`config.mk`:
```
export PLATFORM = sky130hd
export DESIGN_NAME = tag_ram_ctrl_flat
export DESIGN_NICKNAME = d
export VERILOG_FILES = /design/src/rtl/tag_ram_ctrl_if.sv /design/src/rtl/tag_ram_ctrl.sv /design/src/flat_wrapper.sv
export SDC_FILE = /design/constraint.sdc
export NUM_CORES = 1
export LEC_CHECK = 0
export ABC_AREA = 0
export ABC_CLOCK_PERIOD_IN_PS = 5700
export BUFFER_PORTS_ARGS = -buffer_cell sky130_fd_sc_hd__buf_2
export CAP_MARGIN = 25
export CELL_PAD_IN_SITES_DETAIL_PLACEMENT = 0
export CELL_PAD_IN_SITES_GLOBAL_PLACEMENT = 1
export CORE_MARGIN = 8
export CORE_UTILIZATION = 30
export DETAILED_ROUTE_END_ITERATION = 12
export PLACE_DENSITY = 0.95
export SLEW_MARGIN = 10
export SYNTH_ARGS = -nofsm -noshare
export SYNTH_HDL_FRONTEND = slang
export SYNTH_SLANG_ARGS = --single-unit
export TNS_END_PERCENT = 10
```
`constraint.sdc`:
```
create_clock -name clk -period 5.7 [get_ports clk]
set_clock_uncertainty 0.15 [all_clocks]
set_input_delay 1.14 -clock clk [delete_from_list [all_inputs] [get_ports clk]]
set_output_delay 1.14 -clock clk [all_outputs]
set_load 0.05 [all_outputs]
```
`src/rtl/tag_ram_ctrl_if.sv`:
```
// Cache-pipeline-side interface of the tag RAM controller: lookup,
// refill, single-line invalidate and flush.
// The pipeline uses the master modport and the controller uses the slave modport.
interface tag_ram_ctrl_if #(
    parameter int IDX_W = 7,
    parameter int TAG_W = 22
);
    logic             lk_valid;
    logic             lk_ready;
    logic [IDX_W-1:0] lk_index;
    logic [TAG_W-1:0] lk_tag;
    logic             lk_resp_valid;
    logic             lk_hit;
    logic             fill_valid;
    logic             fill_ready;
    logic [IDX_W-1:0] fill_index;
    logic [TAG_W-1:0] fill_tag;
    logic             inv_valid;
    logic             inv_ready;
    logic [IDX_W-1:0] inv_index;
    logic             flush_req;
    logic             busy;

    modport master (
        output lk_valid, lk_index, lk_tag,
        output fill_valid, fill_index, fill_tag,
        output inv_valid, inv_index, flush_req,
        input  lk_ready, lk_resp_valid, lk_hit,
        input  fill_ready, inv_ready, busy
    );

    modport slave (
        input  lk_valid, lk_index, lk_tag,
        input  fill_valid, fill_index, fill_tag,
        input  inv_valid, inv_index, flush_req,
        output lk_ready, lk_resp_valid, lk_hit,
        output fill_ready, inv_ready, busy
    );
endinterface

```
`src/rtl/tag_ram_ctrl.sv`:
```
// Sequencer/arbiter for a 1R1W cache tag array (entry = {valid, tag}).
// The controller clears the whole array after reset and on a flush request.
// It arbitrates refill writes over invalidate writes.
// Lookups are served with a hit/miss result one cycle after acceptance.
// Optional build macro TAG_BYPASS_EN: when it is defined, a lookup and a write
// to the same index in the same cycle are both accepted, and the written data
// is forwarded into the response. When it is not defined, such a lookup
// stalls for one cycle.
module tag_ram_ctrl #(
    parameter int IDX_W = 7,
    parameter int TAG_W = 22
) (
    input  logic             clk,
    input  logic             rst,
    tag_ram_ctrl_if.slave    bus,
    output logic             ram_re,
    output logic [IDX_W-1:0] ram_raddr,
    input  logic [TAG_W:0]   ram_rd,
    output logic             ram_we,
    output logic [IDX_W-1:0] ram_waddr,
    output logic [TAG_W:0]   ram_wr
);

    typedef enum logic [1:0] {INIT, RUN, FLUSH} state_t;

    state_t           state, next_state;
    logic [IDX_W-1:0] cnt, next_cnt;
    logic             pend;
    logic [TAG_W-1:0] tag_q;
    logic             wr_acc;
    logic [IDX_W-1:0] wr_idx;
    logic [TAG_W:0]   wr_data;
    logic             lk_acc;
    logic [TAG_W:0]   rd_data;

    // State register and clear-walk counter
    always_ff @(posedge clk) begin
        if (!rst) begin
            state <= INIT;
            cnt   <= '0;
        end else begin
            state <= next_state;
            cnt   <= next_cnt;
        end
    end

    // Next state, write-port arbitration and handshake outputs.
    // Everything is forced idle while reset is held.
    always_comb begin
        next_state     = state;
        next_cnt       = cnt;
        bus.busy       = 1'b1;
        bus.lk_ready   = 1'b0;
        bus.fill_ready = 1'b0;
        bus.inv_ready  = 1'b0;
        wr_acc         = 1'b0;
        wr_idx         = bus.fill_index;
        wr_data        = {1'b1, bus.fill_tag};
        lk_acc         = 1'b0;
        ram_we         = 1'b0;
        ram_waddr      = cnt;
        ram_wr         = '0;
        ram_re         = 1'b0;
        ram_raddr      = bus.lk_index;
        case (state)
            INIT, FLUSH: begin
                ram_we   = 1'b1;
                next_cnt = cnt + 1'b1;
                if (cnt == {IDX_W{1'b1}}) begin
                    next_state = RUN;
                end
            end
            RUN: begin
                bus.busy = 1'b0;
                if (bus.flush_req) begin
                    next_state = FLUSH;
                    next_cnt   = '0;
                end else begin
                    bus.fill_ready = 1'b1;
                    bus.inv_ready  = !bus.fill_valid;
                    if (bus.fill_valid) begin
                        wr_acc = 1'b1;
                    end else if (bus.inv_valid) begin
                        wr_acc  = 1'b1;
                        wr_idx  = bus.inv_index;
                        wr_data = '0;
                    end
`ifdef TAG_BYPASS_EN
                    bus.lk_ready = 1'b1;
`else
                    bus.lk_ready = !(wr_acc && (wr_idx == bus.lk_index));
`endif
                    lk_acc    = bus.lk_valid && bus.lk_ready;
                    ram_re    = lk_acc;
                    ram_we    = wr_acc;
                    ram_waddr = wr_idx;
                    ram_wr    = wr_data;
                end
            end
            default: begin
                next_state = INIT;
                next_cnt   = '0;
            end
        endcase
        if (!rst) begin
            bus.busy       = 1'b1;
            bus.lk_ready   = 1'b0;
            bus.fill_ready = 1'b0;
            bus.inv_ready  = 1'b0;
            wr_acc         = 1'b0;
            lk_acc         = 1'b0;
            ram_we         = 1'b0;
            ram_re         = 1'b0;
        end
    end

`ifdef TAG_BYPASS_EN
    logic           fwd_q;
    logic [TAG_W:0] fwd_data_q;

    // Capture the write that collides with an accepted lookup so the response sees the new entry
    always_ff @(posedge clk) begin
        if (!rst) begin
            fwd_q      <= 1'b0;
            fwd_data_q <= '0;
        end else begin
            fwd_q      <= lk_acc && wr_acc && (wr_idx == bus.lk_index);
            fwd_data_q <= wr_data;
        end
    end

    assign rd_data = fwd_q ? fwd_data_q : ram_rd;
`else
    assign rd_data = ram_rd;
`endif

    // Lookup pipeline: remember the tag under comparison and that a response is due
    always_ff @(posedge clk) begin
        if (!rst) begin
            pend  <= 1'b0;
            tag_q <= '0;
        end else begin
            pend <= lk_acc;
            if (lk_acc) begin
                tag_q <= bus.lk_tag;
            end
        end
    end

    assign bus.lk_resp_valid = pend && rst;
    assign bus.lk_hit        = bus.lk_resp_valid && rd_data[TAG_W] &&
                               (rd_data[TAG_W-1:0] == tag_q);

endmodule

```
`src/flat_wrapper.sv`:
```
// flat-port wrapper written by rule: the top's interface ports become plain ports
module tag_ram_ctrl_flat 
#(
    parameter int IDX_W = 7,
    parameter int TAG_W = 22
)
  (clk, rst, ram_re, ram_raddr, ram_rd, ram_we, ram_waddr, ram_wr, bus_lk_valid, bus_lk_index, bus_lk_tag, bus_fill_valid, bus_fill_index, bus_fill_tag, bus_inv_valid, bus_inv_index, bus_flush_req, bus_lk_ready, bus_lk_resp_valid, bus_lk_hit, bus_fill_ready, bus_inv_ready, bus_busy);
  tag_ram_ctrl_if #(.IDX_W(IDX_W), .TAG_W(TAG_W)) bus_i ();
  input  logic clk;
  input  logic rst;
  output logic ram_re;
  output logic [IDX_W-1:0] ram_raddr;
  input  logic [TAG_W:0] ram_rd;
  output logic ram_we;
  output logic [IDX_W-1:0] ram_waddr;
  output logic [TAG_W:0] ram_wr;
  input wire logic [$bits(bus_i.lk_valid)-1:0] bus_lk_valid;
  input wire logic [$bits(bus_i.lk_index)-1:0] bus_lk_index;
  input wire logic [$bits(bus_i.lk_tag)-1:0] bus_lk_tag;
  input wire logic [$bits(bus_i.fill_valid)-1:0] bus_fill_valid;
  input wire logic [$bits(bus_i.fill_index)-1:0] bus_fill_index;
  input wire logic [$bits(bus_i.fill_tag)-1:0] bus_fill_tag;
  input wire logic [$bits(bus_i.inv_valid)-1:0] bus_inv_valid;
  input wire logic [$bits(bus_i.inv_index)-1:0] bus_inv_index;
  input wire logic [$bits(bus_i.flush_req)-1:0] bus_flush_req;
  output wire logic [$bits(bus_i.lk_ready)-1:0] bus_lk_ready;
  output wire logic [$bits(bus_i.lk_resp_valid)-1:0] bus_lk_resp_valid;
  output wire logic [$bits(bus_i.lk_hit)-1:0] bus_lk_hit;
  output wire logic [$bits(bus_i.fill_ready)-1:0] bus_fill_ready;
  output wire logic [$bits(bus_i.inv_ready)-1:0] bus_inv_ready;
  output wire logic [$bits(bus_i.busy)-1:0] bus_busy;
  assign bus_i.lk_valid = bus_lk_valid;
  assign bus_i.lk_index = bus_lk_index;
  assign bus_i.lk_tag = bus_lk_tag;
  assign bus_i.fill_valid = bus_fill_valid;
  assign bus_i.fill_index = bus_fill_index;
  assign bus_i.fill_tag = bus_fill_tag;
  assign bus_i.inv_valid = bus_inv_valid;
  assign bus_i.inv_index = bus_inv_index;
  assign bus_i.flush_req = bus_flush_req;
  assign bus_lk_ready = bus_i.lk_ready;
  assign bus_lk_resp_valid = bus_i.lk_resp_valid;
  assign bus_lk_hit = bus_i.lk_hit;
  assign bus_fill_ready = bus_i.fill_ready;
  assign bus_inv_ready = bus_i.inv_ready;
  assign bus_busy = bus_i.busy;
  tag_ram_ctrl #(.IDX_W(IDX_W), .TAG_W(TAG_W)) u_core (.clk(clk), .rst(rst), .bus(bus_i), .ram_re(ram_re), .ram_raddr(ram_raddr), .ram_rd(ram_rd), .ram_we(ram_we), .ram_waddr(ram_waddr), .ram_wr(ram_wr));
endmodule
```
==> qor.yml <==
outcome:
  outcome: "complete, no violations"
synthesis:
  synth_mux_area_frac: 0.03618
  ys_seq_area_frac: 0.3307
  yosys_warnings: 0
  synth-xor-area-share: 0.1537
  synth_compound_area_frac: 0.1731
  synth_seq_cells: 32
  synth_nets: 310
  synth_fa_ha_area_frac: 0.006460
  synth_cells: 215
  synth_top_area_frac: 0.3307
  syn_area_um2: 1937
  synthFlopType: "dfxtp_1"
  yosysMostFrequentCell: "dfxtp_1"
  synth_edf_count: 0
  synth-simple-area-share: 0.2300
  synth.area.top_cells: "dfxtp_1, a22o_1, xnor2_1, and2_1, xor2_1"
  async_flop_share: 0
  avgSynthCellArea_um2: 9.009
  yosys.area.top_type: "dfxtp_1"
  ys_types: 35
  synth_top_family_by_area: "simple AND/OR/NAND/NOR gates"
  synth_common_cells: "dfxtp_1, a22o_1, and2_1, xnor2_1"
critical_path:
  arrival_ns: 3.69
  worstPathRequired_ns: 4.41
  cp_max_fo: 23
  start_kind: "input port"
  end_kind: "output port"
  worstSetupPathType: "in -> out"
place:
  io_buffer_count: 138
  placed_area_um2: 2608
  dp_hpwl_um: 5379
  gp_congestion: 0.8465
  place_inst: 414
global_route:
  grt_pass1_vias: 2022
  grt_max_degree: 24
  overflow: 0
  grt_pass1_wl_um: 9839
  grt_usage: 0.1346
  antenna_found_initial: 0
clock_tree:
  cts_resized: 0
  clk_pin_slew_ns: 0.07
  clk_latency_ns: 0.28
  clk_path_buf_depth: 2
  cts_setup_buffers: 0
  cts_tree: "done"
  clockRootBuffer: "clkbuf_8"
  numCtsBuffers: 5
  htree_levels: 2
  cts_hold_buf: 0
  cts_sinks: 32
hold_path:
  hold_path_class: "reg -> reg"
floorplanning:
  rows: 29
  io_pins: 139
  die_w_um: 96.35
  die_h_um: 96.35
  die-area_um2: 9283
  coreArea_um2: 6314
  start_util: 0.3068
layout:
  instances_no_fill: 422
  drive_gt1_frac: 0.4464
  syn_to_final_growth_pct: 40.18
  design_area_um2: 2715
  antenna_cells: 0
  post-route-util: 0.4300
  final_nets: 439
timing:
  worst_slew_pin_slew_ns: 0.9412
  fin_crit_sh: 0.8736
  setup_tns_ns: 0
  period_minus_slack_ns: 4.979
  slew_viol_final: 0
  rsz0062_at_grt: "no"
  max_freq_mhz: 200.8
  setup_viol_count_final: 0
  finalHoldViolations: 0
  relSlewSlack: 0.3702
power:
  p_leak_nw: 1.333
  powerDensity_nw_per_um2: 198.2
  peakVddDrop_mv: 0.1561
  finalPower_mw: 0.5381
detailed_routing:
  wl_per_cell_um: 15.15
  drc: 0
  vias: 1973
  wl_um: 6395
  dr.pass1.iters: 4
  drt-initial-drc-count: 67
  final_antenna_net_count: 0
  viasPerCell: 4.675
flow_run:
  maxCapViolations: 0
==> cell families after synthesis <==
family / count (synthesis)
buf+inv: 21
mux: 7
simple gates: 79
fa+ha+maj: 1
xor+xnor: 34
compound gates: 41
flops: 32
==> worst paths after layout <==
check	from	to	slack (ns)	cells past startpoint
hold reg to reg	u_core.tag_q[7]	u_core.tag_q[7]	0.35	1
setup reg to reg	u_core.state[0]	u_core.tag_q[2]	3.42	6
hold / removal	u_core.tag_q[7]	u_core.tag_q[7]	0.35	1
setup / recovery	bus_fill_valid	ram_re	0.72	7
==> sequential cells by signal, summed over array words and instances (netlist names) <==
register	count
u_core.pend	1
u_core.tag_q	22
u_core.cnt	7
u_core.state	2
==> routing by layer <==
metal / GRT usage / part of all wire / up-vias
li1: - / - / 997
met1: 0.1473 / 0.40 / 885
met2: 0.2367 / 0.48 / 81
met3: 0.04836 / 0.10 / 10
met4: 0.04288 / 0.014 / 0
met5: 0 / 0 / -
==> worst max-delay path: stages <==
cell and delay, ns:
buf_2 0.12, nor2b_2 0.64, mux2i_1 0.35, xnor2_1 0.21
a211oi_4 0.09, nor2_2 0.72, buf_2 0.41
==> power breakdown <==
group	total, mW	switching, mW	internal, mW
Sequential	0.227	0.00208	0.225
Clock	0.213	0.0837	0.130
Combinational	0.0974	0.0536	0.0438
Total	0.538	0.139	0.399
==> metrics by stage <==
stage | hold WS (ns) | worst slack [ns]
floorplan | 0.3119 | 0.6892
global placement | 0.3270 | 0.7991
detailed placement | 0.3281 | 0.6557
CTS | 0.3499 | 0.6542
global route | 0.3584 | 0.5118
finish | 0.3452 | 0.7206
==> final cells by class <==
| class | count | area [um2] |
|---|---|---|
| Clock buffer | 6 | 72.57 |
| Clock inverter | 2 | 35.03 |
| Fill cell | 658 | 3598 |
| Inverter | 5 | 18.77 |
| Multi-Input combinational cell | 162 | 1161 |
| Sequential cell | 32 | 640.6 |
| Tap cell | 77 | 96.34 |
| Timing Repair Buffer | 138 | 690.7 |
==> layout by cell type (no fill, tap or decap), drive strengths merged <==
cell       n
and2      23
nand2b     3
inv        5
o22ai      1
xor2      11
bufinv     1
or3        1
dfxtp     32
ha         1
or4        1
a221oi     1
a211oi     1
buf      138
o221ai     1
mux2i      7
nor2      15
and3       3
or2        1
nand3b     2
nand3      2
xnor2     23
clkbuf     6
nand2     14
nor2b      4
a21oi      2
o21ai     10
a22o      23
o21a       1
clkinv     1
or3b       1
nand4      6
o2111ai    1
nor4       3
Power figures use the tool's default switching activity.
